### src/rtl/branch_pkg.sv
// Shared constants and entry type for the branch resolve queue.
package branch_pkg;

  // Predictor table index width; also the default branch address width.
  localparam int BP_ADDR_W = 10;

  // Default number of in-flight branches held awaiting resolution.
  localparam int RQ_DEPTH = 8;

  // One queued branch: its table index and the prediction it was given.
  typedef struct packed {
    logic [BP_ADDR_W-1:0] addr;
    logic                 pred;
  } bp_entry_t;

endpackage

### src/rtl/bp_sync_fifo.sv
// In-order entry FIFO with synchronous flush and an explicit occupancy
// counter. The caller qualifies push/pop; this block performs them as asked.
module bp_sync_fifo
  import branch_pkg::*;
#(
  parameter int DEPTH = RQ_DEPTH,
  parameter int WIDTH = BP_ADDR_W + 1,
  localparam int PTR_W = $clog2(DEPTH),
  localparam int CNT_W = $clog2(DEPTH + 1)
) (
  input  logic             clk,
  input  logic             rst_b,
  input  logic             flush,
  input  logic             push,
  input  logic             pop,
  input  logic [WIDTH-1:0] din,
  output logic [WIDTH-1:0] dout,
  output logic             full,
  output logic             empty,
  output logic [CNT_W-1:0] count
);

  logic [WIDTH-1:0] mem_r [DEPTH];
  logic [PTR_W-1:0] wr_ptr_r;
  logic [PTR_W-1:0] rd_ptr_r;
  logic [CNT_W-1:0] count_r;
  logic             full_r;
  logic             empty_r;
  logic [CNT_W-1:0] count_next_s;

  // Next occupancy from the qualified push/pop pair.
  always_comb begin
    count_next_s = count_r;
    if (push && !pop) begin
      count_next_s = count_r + CNT_W'(1);
    end else if (!push && pop) begin
      count_next_s = count_r - CNT_W'(1);
    end else begin
      count_next_s = count_r;
    end
  end

  // Pointers, occupancy and registered full/empty flags.
  always_ff @(posedge clk or posedge rst_b) begin
    if (rst_b) begin
      wr_ptr_r <= {PTR_W{1'b0}};
      rd_ptr_r <= {PTR_W{1'b0}};
      count_r  <= {CNT_W{1'b0}};
      full_r   <= 1'b0;
      empty_r  <= 1'b1;
    end else if (flush) begin
      wr_ptr_r <= {PTR_W{1'b0}};
      rd_ptr_r <= {PTR_W{1'b0}};
      count_r  <= {CNT_W{1'b0}};
      full_r   <= 1'b0;
      empty_r  <= 1'b1;
    end else begin
      if (push) begin
        wr_ptr_r <= wr_ptr_r + PTR_W'(1);
      end
      if (pop) begin
        rd_ptr_r <= rd_ptr_r + PTR_W'(1);
      end
      count_r <= count_next_s;
      full_r  <= (count_next_s == CNT_W'(DEPTH));
      empty_r <= (count_next_s == {CNT_W{1'b0}});
    end
  end

  // Entry storage; contents are only meaningful between the pointers.
  always_ff @(posedge clk) begin
    if (push && !flush) begin
      mem_r[wr_ptr_r] <= din;
    end
  end

  assign dout  = mem_r[rd_ptr_r];
  assign full  = full_r;
  assign empty = empty_r;
  assign count = count_r;

endmodule

### src/rtl/branch_resolve_queue.sv
// Holds {address, prediction} for each in-flight branch until execute
// resolves it, then issues a one-cycle predictor update, flags
// mispredictions and keeps saturating statistics.
module branch_resolve_queue
  import branch_pkg::*;
#(
  parameter int DEPTH  = RQ_DEPTH,
  parameter int ADDR_W = BP_ADDR_W,
  parameter int CNT_W  = 16,
  localparam int OCC_W = $clog2(DEPTH + 1)
) (
  input  logic              clk,
  input  logic              rst_b,
  input  logic              branch_req,
  input  logic [ADDR_W-1:0] branch_address,
  input  logic              prediction,
  input  logic              res_valid,
  input  logic              res_taken,
  input  logic              flush,
  output logic              upd_valid,
  output logic [ADDR_W-1:0] upd_address,
  output logic              upd_taken,
  output logic              mispredict,
  output logic [OCC_W-1:0]  occupancy,
  output logic              full,
  output logic              empty,
  output logic              overflow_err,
  output logic              underflow_err,
  output logic [CNT_W-1:0]  resolved_count,
  output logic [CNT_W-1:0]  mispredict_count
);

  localparam int ENT_W = ADDR_W + 1;

  logic              pend_valid_r;
  logic [ADDR_W-1:0] pend_addr_r;
  logic              upd_valid_r;
  logic [ADDR_W-1:0] upd_address_r;
  logic              upd_taken_r;
  logic              mispredict_r;
  logic              overflow_r;
  logic              underflow_r;
  logic [CNT_W-1:0]  resolved_cnt_r;
  logic [CNT_W-1:0]  mispred_cnt_r;

  logic              push_s;
  logic              pop_s;
  logic              mis_s;
  logic              ovf_s;
  logic              unf_s;
  logic [ENT_W-1:0]  push_entry_s;
  logic [ENT_W-1:0]  head_s;
  logic              fifo_full_s;
  logic              fifo_empty_s;
  logic [OCC_W-1:0]  fifo_count_s;

  // Qualify push/pop; flush wins over everything, and a pop only sees
  // entries that were present before this edge.
  always_comb begin
    pop_s        = res_valid & ~fifo_empty_s & ~flush;
    push_s       = pend_valid_r & (~fifo_full_s | pop_s) & ~flush;
    push_entry_s = {pend_addr_r, prediction};
    mis_s        = pop_s & (head_s[0] != res_taken);
    ovf_s        = pend_valid_r & fifo_full_s & ~pop_s & ~flush;
    unf_s        = res_valid & fifo_empty_s & ~flush;
  end

  bp_sync_fifo #(
    .DEPTH (DEPTH),
    .WIDTH (ENT_W)
  ) u_fifo (
    .clk   (clk),
    .rst_b (rst_b),
    .flush (flush),
    .push  (push_s),
    .pop   (pop_s),
    .din   (push_entry_s),
    .dout  (head_s),
    .full  (fifo_full_s),
    .empty (fifo_empty_s),
    .count (fifo_count_s)
  );

  // Capture stage: remember the requested address until its prediction arrives.
  always_ff @(posedge clk or posedge rst_b) begin
    if (rst_b) begin
      pend_valid_r <= 1'b0;
      pend_addr_r  <= {ADDR_W{1'b0}};
    end else if (flush) begin
      pend_valid_r <= 1'b0;
    end else begin
      pend_valid_r <= branch_req;
      if (branch_req) begin
        pend_addr_r <= branch_address;
      end
    end
  end

  // Update register: strobes pulse for one cycle, payload holds its last value.
  always_ff @(posedge clk or posedge rst_b) begin
    if (rst_b) begin
      upd_valid_r   <= 1'b0;
      upd_address_r <= {ADDR_W{1'b0}};
      upd_taken_r   <= 1'b0;
      mispredict_r  <= 1'b0;
    end else begin
      upd_valid_r  <= pop_s;
      mispredict_r <= mis_s;
      if (pop_s) begin
        upd_address_r <= head_s[ENT_W-1:1];
        upd_taken_r   <= res_taken;
      end
    end
  end

  // Sticky error flags, cleared only by reset.
  always_ff @(posedge clk or posedge rst_b) begin
    if (rst_b) begin
      overflow_r  <= 1'b0;
      underflow_r <= 1'b0;
    end else begin
      if (ovf_s) begin
        overflow_r <= 1'b1;
      end
      if (unf_s) begin
        underflow_r <= 1'b1;
      end
    end
  end

  // Saturating statistics; they stop at all-ones rather than wrapping.
  always_ff @(posedge clk or posedge rst_b) begin
    if (rst_b) begin
      resolved_cnt_r <= {CNT_W{1'b0}};
      mispred_cnt_r  <= {CNT_W{1'b0}};
    end else begin
      if (pop_s && (resolved_cnt_r != {CNT_W{1'b1}})) begin
        resolved_cnt_r <= resolved_cnt_r + CNT_W'(1);
      end
      if (mis_s && (mispred_cnt_r != {CNT_W{1'b1}})) begin
        mispred_cnt_r <= mispred_cnt_r + CNT_W'(1);
      end
    end
  end

  assign upd_valid        = upd_valid_r;
  assign upd_address      = upd_address_r;
  assign upd_taken        = upd_taken_r;
  assign mispredict       = mispredict_r;
  assign occupancy        = fifo_count_s;
  assign full             = fifo_full_s;
  assign empty            = fifo_empty_s;
  assign overflow_err     = overflow_r;
  assign underflow_err    = underflow_r;
  assign resolved_count   = resolved_cnt_r;
  assign mispredict_count = mispred_cnt_r;

endmodule

### config.mk
export PLATFORM = sky130hd
export DESIGN_NAME = branch_resolve_queue
export DESIGN_NICKNAME = d
export VERILOG_FILES = /design/src/rtl/branch_pkg.sv /design/src/rtl/bp_sync_fifo.sv /design/src/rtl/branch_resolve_queue.sv
export SDC_FILE = /design/constraint.sdc
export NUM_CORES = 1
export LEC_CHECK = 0
export CELL_PAD_IN_SITES_DETAIL_PLACEMENT = 0
export CELL_PAD_IN_SITES_GLOBAL_PLACEMENT = 1
export CORE_MARGIN = 5
export CORE_UTILIZATION = 51
export DETAILED_ROUTE_END_ITERATION = 10
export PLACE_DENSITY_LB_ADDON = 0.1
export SLEW_MARGIN = 30
export SYNTH_ARGS = -nofsm -noshare
export SYNTH_HDL_FRONTEND = slang
export SYNTH_SLANG_ARGS = --single-unit
### constraint.sdc
create_clock -name clk -period 3.65 [get_ports clk]
set_input_delay 0.73 -clock clk [delete_from_list [all_inputs] [get_ports clk]]
set_output_delay 0.73 -clock clk [all_outputs]
set_load 0.005 [all_outputs]
==> flow_summary.toml, run 1 <==
[floorplanning]
floorplan.initialDensity_pct = 51.5
design.portCount = 70
floorplan.rows = 41
core_area_um2 = 12500
die_h_um = 122
die_w_um = 122
die-area_um2 = 15000

[yosys]
synth.net_count = 444
async_set_or_reset_flop_fraction_in_the_synthesized_netlist_pct = 44.3
synth_area_per_cell_um2 = 15.3
synthDistinctLibCells = 43
post-synth-top-area-cell = "edfxtp_1"
synth_area_leaders = "edfxtp_1, dfrtp_1, mux4_2, xor2_1, mux2_2"
synth_seq_area_share_pct = 68.2
post_synth_most_frequent_cells = "edfxtp_1, dfrtp_1, nand2_1"
gate_count_of_the_mapped_netlist = 421
yosysWarnings = 0
commonest_register_cell_after_synthesis = "edfxtp_1"
synth-edff-count = 88
synth.most_common_cell = "edfxtp_1"
synth.ff_latch_count = 158
yosys.area.top_type_share_pct = 41.0
synth_area_um2 = 6450

[grt]
grt_first_pass_wirelength_mm = 19.7
grt_start_max_net_pins = 71
combined_global_route_utilization_of_all_metal_layers_pct = 17.7
antenna_found_initial = 0
first_global_vias = 3694
gr-total-overflow = 0

[min_path]
instance_count_along_the_most_critical_hold_path = 1
holdCritPathClass = "reg2reg"
holdCritStartpoint = "overflow_err$_DFFE_PP0P_"
hold_path_end = "overflow_err$_DFFE_PP0P_"

[placed_design]
portBuffers = 69
placed_cell_area_um2 = 7420
routabilityCongestion = 0.779
place.detailed.hpwl_mm = 7.99

[critical_path]
worst-endpoint-required_ns = 3.95
rr_endpoint = "mispredict_count[1]$_DFFE_PP0P_"
endpoint_kind = "register"
critical_path.max_fanout = 16
timing.reg2reg.setup_slack_ns = 1.08
r2r_cells = 6
critical_path_arrival_ns = 2.87
setup.worst_path.class = "reg2reg"
setup.worst_path.start_class = "register"
r2r-start = "u_fifo.rd_ptr_r[0]$_DFFE_PP0P_"

[cts]
cts_max_path_buffers = 2
post_cts_resized = 0
cts_num_sinks = 158
cts_setup_buffers = 0
cts_tree = "built"
worst_skew_pair.late_latency_ns = 0.42
cts_hold_buffers = 0
cts_h_tree_depth = 4
cts_inserted_buffers = 17
cts-root-buf = "clkbuf_16"
clk_pin_slew_worst_paths_ns = 0.06

[detailed_routing]
drt_first_iter_violations = 273
remaining_drc_errors = 0
drt_pre_antenna_iters = 4
route.antenna.remaining_nets = 0
avgViaCountPerCell = 5.30
post_drt_wl_per_cell_um = 17.6
route.vias.total = 3696
routed_wirelength_mm = 12.3

[timing]
final_setup_violating_endpoints = 0
max-slew-margin-rel_pct = 54.7
slew_violations = 0
tightest_slew_ns = 0.678
finalHoldViolCount = 0
fin_tns_setup_ns = 0
timing.final.crit_period_ns = 2.57
final.setup_skew_ns = 0.00760
tcrit_tclk_final_pct = 70.5
fmax_ghz = 0.389
grt_setup_unrepaired = "false"

[finish]
insertedDiodeCount = 0
final_standard_cell_area_without_fillers_um2 = 8010
sequential_cell_area_um2 = 4400
fill_cells = 999
area_delta_synth_final_pct = 24.3
multi_input_area_um2 = 1960
drive_gt1_share_pct = 16.6
nNetsFinal = 535

[pwr]
power.clock.fraction_pct = 39.1
pwr-share-seq_pct = 49.3
share_comb_of_total_power_pct = 11.5
leakage_uw = 0.00304
power_density_nw_per_um2 = 554
cell_internal_pwr_uw = 3380
ir_worst_vdd_v = 0.000316
power.switching_uw = 1060
switching_share_pct = 24.0

[status]
outcome = "finished clean"

[run]
max_cap_violations = 0
==> through the flow <==
stage / cells / total power (uW) / hold WS, ns / util, % / setup slack, ns
2_1_floorplan: 421 / 2420 / 0.460 / - / 1.15
3_3_place_gp: 665 / 2730 / 0.457 / 59.3 / 0.853
3_5_place_dp: 665 / 2750 / 0.471 / 59.3 / 0.799
4_1_cts: 697 / 4500 / 0.485 / 64.0 / 1.04
5_1_grt: 697 / 4640 / 0.505 / 64.0 / 0.919
6_report: 697 / 4440 / 0.477 / 64.0 / 1.08
==> layer usage <==
metal	up-vias	GRT usage, %	wire length (um)
met4	0	7.98	213
met5	-	0	0
met1	1825	24.0	5500
met2	94	27.3	5890
met3	16	4.19	675
li1	1761	-	-
==> layout by cell type, fill, tap and decap left out, types with 3 or more instances in the layout <==
cell type        count
mux2i_1             11
mux4_2              22
mux2_1               3
nand3_1             15
o21ai_0             11
nor4b_1              3
a21oi_1              5
nand2b_1             6
ha_1                 6
xor2_1              24
inv_1                8
nand2_1             32
nor4_1               7
clkbuf_16           17
mux2_2              12
nand4_1              6
inv_6                3
clkinv_4             3
clkinv_2             3
nor3b_1              3
edfxtp_1            88
and4_1               4
nor2_1              27
nor3_1              12
clkdlybuf4s50_1     69
dfrtp_1             69
and3_1               3
xnor2_1             10
buf_4               16
==> worst max path at each step <==
stage / slack [ns] / to / startpoint / cells past startpoint
after CTS: 1.04 / mispredict_count[1]$_DFFE_PP0P_ / u_fifo.rd_ptr_r[0]$_DFFE_PP0P_ / 6
after floorplan: 1.15 / mispredict$_DFF_PP0_ / rst_b / 1
final: 1.08 / mispredict_count[1]$_DFFE_PP0P_ / u_fifo.rd_ptr_r[0]$_DFFE_PP0P_ / 6
after global routing: 0.92 / mispredict_count[1]$_DFFE_PP0P_ / u_fifo.rd_ptr_r[0]$_DFFE_PP0P_ / 6
after detailed placement: 0.80 / mispredict_count[1]$_DFFE_PP0P_ / res_valid / 6
after global placement: 0.85 / mispredict_count[1]$_DFFE_PP0P_ / res_valid / 6
==> state kept, by name, indices dropped and copies added (netlist names) <==
| signal | cells |
|---|---|
| mispredict | 1 |
| mispredict_count | 16 |
| overflow_err | 1 |
| pend_addr_r | 10 |
| pend_valid_r | 1 |
| resolved_count | 16 |
| u_fifo.count | 4 |
| u_fifo.empty | 1 |
| u_fifo.full | 1 |
| u_fifo.mem_r | 88 |
| u_fifo.rd_ptr_r | 3 |
| u_fifo.wr_ptr_r | 3 |
| underflow_err | 1 |
| upd_address | 10 |
| upd_taken | 1 |
| upd_valid | 1 |
==> power by group through the flow <==
stage,clock (uW),combinational [uW],sequential [uW]
3_3_place_gp,0,510,2220
4_1_cts,1780,525,2190
6_report,1740,512,2190
5_1_grt,1860,567,2210
3_5_place_dp,0,522,2230
2_1_floorplan,0,232,2190
==> critical path: stages (launching register included) <==
cell     delay (ns)
dfrtp_1        0.34
buf_4          0.24
mux4_2         0.53
mux2i_1        0.24
xor2_2         0.58
nor2_1         0.17
mux2_1         0.34
==> layout make-up <==
| cell class | instances | area share [%] |
|---|---|---|
| Tap cell | 172 | 2.69 |
| Clock buffer | 18 | 5.36 |
| Clock inverter | 14 | 1.97 |
| Sequential cell | 158 | 54.9 |
| Multi-Input combinational cell | 240 | 24.4 |
| Timing Repair Buffer | 86 | 10.3 |
| Inverter | 9 | 0.422 |
==> logic make-up (layout without fill, tap and decap cells) <==
group                      after synthesis  in the layout  share of synthesized area (%)
AOI/OAI and AO/OA                       28             28                           2.79
DFF                                    158            158                           68.2
buffers and inverters                   23            127                           1.46
xor gates and xnor gates                35             35                           4.87
adders and majority gates                6              6                           1.16
muxes                                   48             48                           12.0
and+or+nand+nor                        123            123                           9.51
(Power assumes the default switching activity.)
==> run 2: changes to the inputs <==
--- a/config.mk
+++ b/config.mk
@@ -8,7 +8,7 @@
 export CELL_PAD_IN_SITES_DETAIL_PLACEMENT = 0
 export CELL_PAD_IN_SITES_GLOBAL_PLACEMENT = 1
 export CORE_MARGIN = 5
-export CORE_UTILIZATION = 51
+export CORE_UTILIZATION = 47
 export DETAILED_ROUTE_END_ITERATION = 10
 export PLACE_DENSITY_LB_ADDON = 0.1
 export SLEW_MARGIN = 30
==> constraint.sdc (replaced) <==
create_clock -name clk -period 2.6 [get_ports clk]
set_input_delay 0.52 -clock clk [delete_from_list [all_inputs] [get_ports clk]]
set_output_delay 0.52 -clock clk [all_outputs]
set_load 0.005 [all_outputs]
==> flow_summary.toml, run 2 (synthesis results as in run 1) <==
[grt]
grt_start_max_net_pins = 71
first_global_vias = 3640
combined_global_route_utilization_of_all_metal_layers_pct = 15.9
gr-total-overflow = 0
grt_first_pass_wirelength_mm = 19.7
antenna_found_initial = 0

[timing]
grt_setup_unrepaired = "false"
final.setup_skew_ns = 0.0117
final_setup_violating_endpoints = 0
tightest_slew_ns = 0.427
final.hold.worst_slack_ns = 0.472
slew_violations = 0
max-slew-margin-rel_pct = 71.3
fin_tns_setup_ns = 0
timing.final.crit_period_ns = 2.25
tcrit_tclk_final_pct = 86.4
finalHoldViolCount = 0
fmax_ghz = 0.445

[detailed_routing]
drt_pre_antenna_iters = 4
avgViaCountPerCell = 5.22
route.antenna.remaining_nets = 0
drt_first_iter_violations = 183
routed_wirelength_mm = 12.3
post_drt_wl_per_cell_um = 17.4
remaining_drc_errors = 0
route.vias.total = 3688

[finish]
layout.cells.most_common = "edfxtp_1"
flip_flop_count_of_the_largest_register_all_copies_and_words_added = 88
layout.cells.most_common_list = "edfxtp_1, clkdlybuf4s50_1, dfrtp_1"
final_standard_cell_area_without_fillers_um2 = 8090
layout.core_utilization_pct = 60.6
largest_register = "u_fifo.mem_r"
insertedDiodeCount = 0
drive_gt1_share_pct = 17.0
area_delta_synth_final_pct = 25.5
nNetsFinal = 540

[pwr]
power_density_nw_per_um2 = 760
leakage_uw = 0.00306
pnr_total_power_uw = 6150
ir_worst_vdd_v = 0.000456

[floorplanning]
die-area_um2 = 16200
die_w_um = 127
floorplan.rows = 42
design.portCount = 70
floorplan.initialDensity_pct = 48.3
core_area_um2 = 13300
die_h_um = 127

[min_path]
holdCritPathClass = "reg2reg"

[critical_path]
endpoint_kind = "register"
setup.worst_path.start_class = "register"
critical_path_arrival_ns = 2.58
setup.worst_path.class = "reg2reg"
worst-endpoint-required_ns = 2.94
critical_path.max_fanout = 9

[cts]
cts_tree = "built"
cts_hold_buffers = 0
cts_max_path_buffers = 2
cts_num_sinks = 158
post_cts_resized = 0
clk_pin_slew_worst_paths_ns = 0.06
cts_setup_buffers = 0
cts-root-buf = "clkbuf_16"
cts_h_tree_depth = 4
worst_skew_pair.late_latency_ns = 0.42
cts_inserted_buffers = 17

[placed_design]
routabilityCongestion = 0.783
portBuffers = 69
place.detailed.hpwl_mm = 7.87
placed_cell_area_um2 = 7520

[status]
outcome = "finished clean"

[run]
max_cap_violations = 0
[run 2: final cells by class]
cell class	instances	area (um^2)
Inverter	9	33.8
Clock inverter	11	106
Clock buffer	21	460
Tap cell	176	220
Sequential cell	158	4400
Multi-Input combinational cell	240	1960
Timing Repair Buffer	91	918
Fill cell	1020	5260
[run 2: critical path, stage by stage (launching register included)]
cell and delay, ns:
dfrtp_1 0.45, mux4_2 0.52, mux2i_1 0.27, xor2_2 0.20
buf_4 0.21, nor4b_1 0.37, xor2_1 0.17
[run 2: worst paths after layout]
path	startpoint	end	slack [ns]	depth (start not counted)
max	u_fifo.rd_ptr_r[0]$_DFFE_PP0P_	mispredict_count[10]$_DFFE_PP0P_	0.35	6
min reg2reg	underflow_err$_DFFE_PP0P_	underflow_err$_DFFE_PP0P_	0.47	1
min	underflow_err$_DFFE_PP0P_	underflow_err$_DFFE_PP0P_	0.47	1
max reg2reg	u_fifo.rd_ptr_r[0]$_DFFE_PP0P_	mispredict_count[10]$_DFFE_PP0P_	0.35	6
max in group asynchronous	rst_b	u_fifo.empty$_DFF_PP1_	1.78	3
min in group asynchronous	rst_b	u_fifo.count[3]$_DFF_PP0_	0.51	3
[run 2: report_power, final]
part / internal (uW) / switching [uW] / total (uW)
Clock: 1380 / 974 / 2350
Sequential: 2870 / 201 / 3070
Combinational: 445 / 279 / 724
[run 2: per-layer routing]
| layer | global-route usage, % | up-vias | wire length [um] |
|---|---|---|---|
| met1 | 21.9 | 1846 | 5790 |
| met3 | 4.67 | 5 | 518 |
| met5 | 0 | - | 0 |
| li1 | - | 1769 | - |
| met4 | 4.23 | 0 | 78 |
| met2 | 25.1 | 68 | 5900 |
[run 2: stage by stage]
step / setup slack [ns] / std cells
2_1_floorplan: 0.309 / 421
3_3_place_gp: 0.119 / 674
3_5_place_dp: 0.0689 / 674
4_1_cts: 0.365 / 706
5_1_grt: 0.140 / 706
6_report: 0.354 / 706
==> run 3: changes to the inputs <==
--- a/config.mk
+++ b/config.mk
@@ -11,6 +11,7 @@
 export CORE_UTILIZATION = 47
 export DETAILED_ROUTE_END_ITERATION = 10
 export PLACE_DENSITY_LB_ADDON = 0.1
+export SETUP_SLACK_MARGIN = 0.15
 export SLEW_MARGIN = 30
 export SYNTH_ARGS = -nofsm -noshare
 export SYNTH_HDL_FRONTEND = slang
==> constraint.sdc (replaced) <==
create_clock -name clk -period 2.3 [get_ports clk]
set_input_delay 0.46 -clock clk [delete_from_list [all_inputs] [get_ports clk]]
set_output_delay 0.46 -clock clk [all_outputs]
set_load 0.005 [all_outputs]
==> flow_summary.toml, run 3 (synthesis results as in run 1) <==
[detailed_routing]
routed_wirelength_mm = 12.7
avgViaCountPerCell = 5.32
route.antenna.remaining_nets = 0
drt_pre_antenna_iters = 4
drt_first_iter_violations = 239
post_drt_wl_per_cell_um = 17.5
route.vias.total = 3859
remaining_drc_errors = 0

[critical_path]
worst-endpoint-required_ns = 2.60
critical_path_arrival_ns = 2.35
endpoint_kind = "register"
r2r_cells = 5
setup.worst_path.class = "reg2reg"
setup.worst_path.start_class = "register"
critical_path.max_fanout = 8

[finish]
layout.cells.most_common_list = "edfxtp_1, clkdlybuf4s50_1, dfrtp_1"
sequential_cell_area_um2 = 4400
area_delta_synth_final_pct = 29.2
insertedDiodeCount = 0
largest_register = "u_fifo.mem_r"
layout.cells.most_common = "edfxtp_1"
nNetsFinal = 559
flip_flop_count_of_the_largest_register_all_copies_and_words_added = 88
fill_cells = 1032
multi_input_area_um2 = 2020
final_standard_cell_area_without_fillers_um2 = 8330
drive_gt1_share_pct = 22.2

[pwr]
leakage_uw = 0.00317
ir_worst_vdd_v = 0.000573
cell_internal_pwr_uw = 5390
power.clock.fraction_pct = 39.0
switching_share_pct = 24.2
share_comb_of_total_power_pct = 12.0
power_density_nw_per_um2 = 854
pnr_total_power_uw = 7110
pwr-share-seq_pct = 49.0
power.switching_uw = 1720

[timing]
final_setup_violating_endpoints = 0
tightest_slew_ns = 0.396
finalHoldViolCount = 0
fmax_ghz = 0.486
final.setup_skew_ns = 0.0117
slew_violations = 0
timing.final.crit_period_ns = 2.06
tcrit_tclk_final_pct = 89.4
max-slew-margin-rel_pct = 73.5
fin_tns_setup_ns = 0
grt_setup_unrepaired = "false"

[cts]
cts_inserted_buffers = 17
cts_h_tree_depth = 4
worst_skew_pair.late_latency_ns = 0.42
cts_num_sinks = 158
cts_hold_buffers = 0
cts_max_path_buffers = 2
clk_pin_slew_worst_paths_ns = 0.06
cts_tree = "built"
cts-root-buf = "clkbuf_16"

[grt]
gr-total-overflow = 0
combined_global_route_utilization_of_all_metal_layers_pct = 16.4
grt_first_pass_wirelength_mm = 20.5
grt_start_max_net_pins = 71
first_global_vias = 3789
antenna_found_initial = 0

[placed_design]
portBuffers = 69
place.detailed.hpwl_mm = 8.46
placed_cell_area_um2 = 7650
routabilityCongestion = 0.806

[floorplanning]
die_h_um = 127
floorplan.initialDensity_pct = 48.3
design.portCount = 70
die-area_um2 = 16200
floorplan.rows = 42
core_area_um2 = 13300
die_w_um = 127

[min_path]
instance_count_along_the_most_critical_hold_path = 1
holdCritPathClass = "reg2reg"

[run]
max_cap_violations = 0

[status]
outcome = "finished clean"
## run 3: changes by cell type in the layout (fill, tap and decap cells not counted), moves of 2 or more
cell      change
buf_4        +19
clkbuf_8      -2
dfrtp_1       -2
dfrtp_2       +2
nor3_1        -2
nor3_2        +2
nor4_1        -4
nor4_2        +4
## run 3: layout make-up
type                            count  area share (%)
Clock buffer                       18            5.15
Clock inverter                     14            1.89
Inverter                            9           0.451
Multi-Input combinational cell    240            24.3
Sequential cell                   158            52.8
Tap cell                          176            2.65
Timing Repair Buffer              110            12.7
## run 3: layer usage
metal	global-route usage, %	wire [um]
met4	6.62	178
met5	0	0
met3	4.13	483
met1	22.2	5810
met2	25.8	6190
## run 3: critical path: stages, from the launching register on
cell and delay (ns):
dfrtp_2 0.41, mux4_2 0.53, mux2i_4 0.21, xor2_4 0.14
nor4_2 0.28, mux2_1 0.34
## run 3: per-stage QoR
stage | hold slack (ns) | utilization (%) | setup WS (ns) | cells
after CTS | 0.469 | 61.8 | 0.167 | 721
after detailed placement | 0.455 | 57.3 | -0.230 | 689
final | 0.464 | 62.4 | 0.243 | 725
after global placement | 0.455 | 57.3 | -0.157 | 689
after global routing | 0.492 | 62.4 | 0.144 | 725
after floorplan | 0.460 | - | 0.207 | 421
## run 3: final timing paths
path,slack [ns],from,end
worst max-delay path,0.24,u_fifo.rd_ptr_r[0]$_DFFE_PP0P_,mispredict_count[14]$_DFFE_PP0P_
worst min-delay path,0.46,underflow_err$_DFFE_PP0P_,underflow_err$_DFFE_PP0P_
worst max register to register,0.24,u_fifo.rd_ptr_r[0]$_DFFE_PP0P_,mispredict_count[14]$_DFFE_PP0P_
worst min register to register,0.46,underflow_err$_DFFE_PP0P_,underflow_err$_DFFE_PP0P_
max in group asynchronous,1.47,rst_b,mispredict_count[0]$_DFFE_PP0P_
min in group asynchronous,0.50,rst_b,u_fifo.count[3]$_DFF_PP0_
## run 3: what timing repair did
action / CTS / global route
gates cloned: 0 / 0
setup buffers: 0 / 4
resized for setup: 4 / 7
endpoints found under the setup margin: 5 / 14
pin swaps: 0 / 2
## run 3: power by group through the flow
stage	clock network (uW)	registers (uW)	logic, uW
floorplan	0	3480	369
global placement	0	3530	847
detailed placement	0	3540	866
CTS	2840	3480	871
global route	2960	3520	944
finish	2770	3480	856
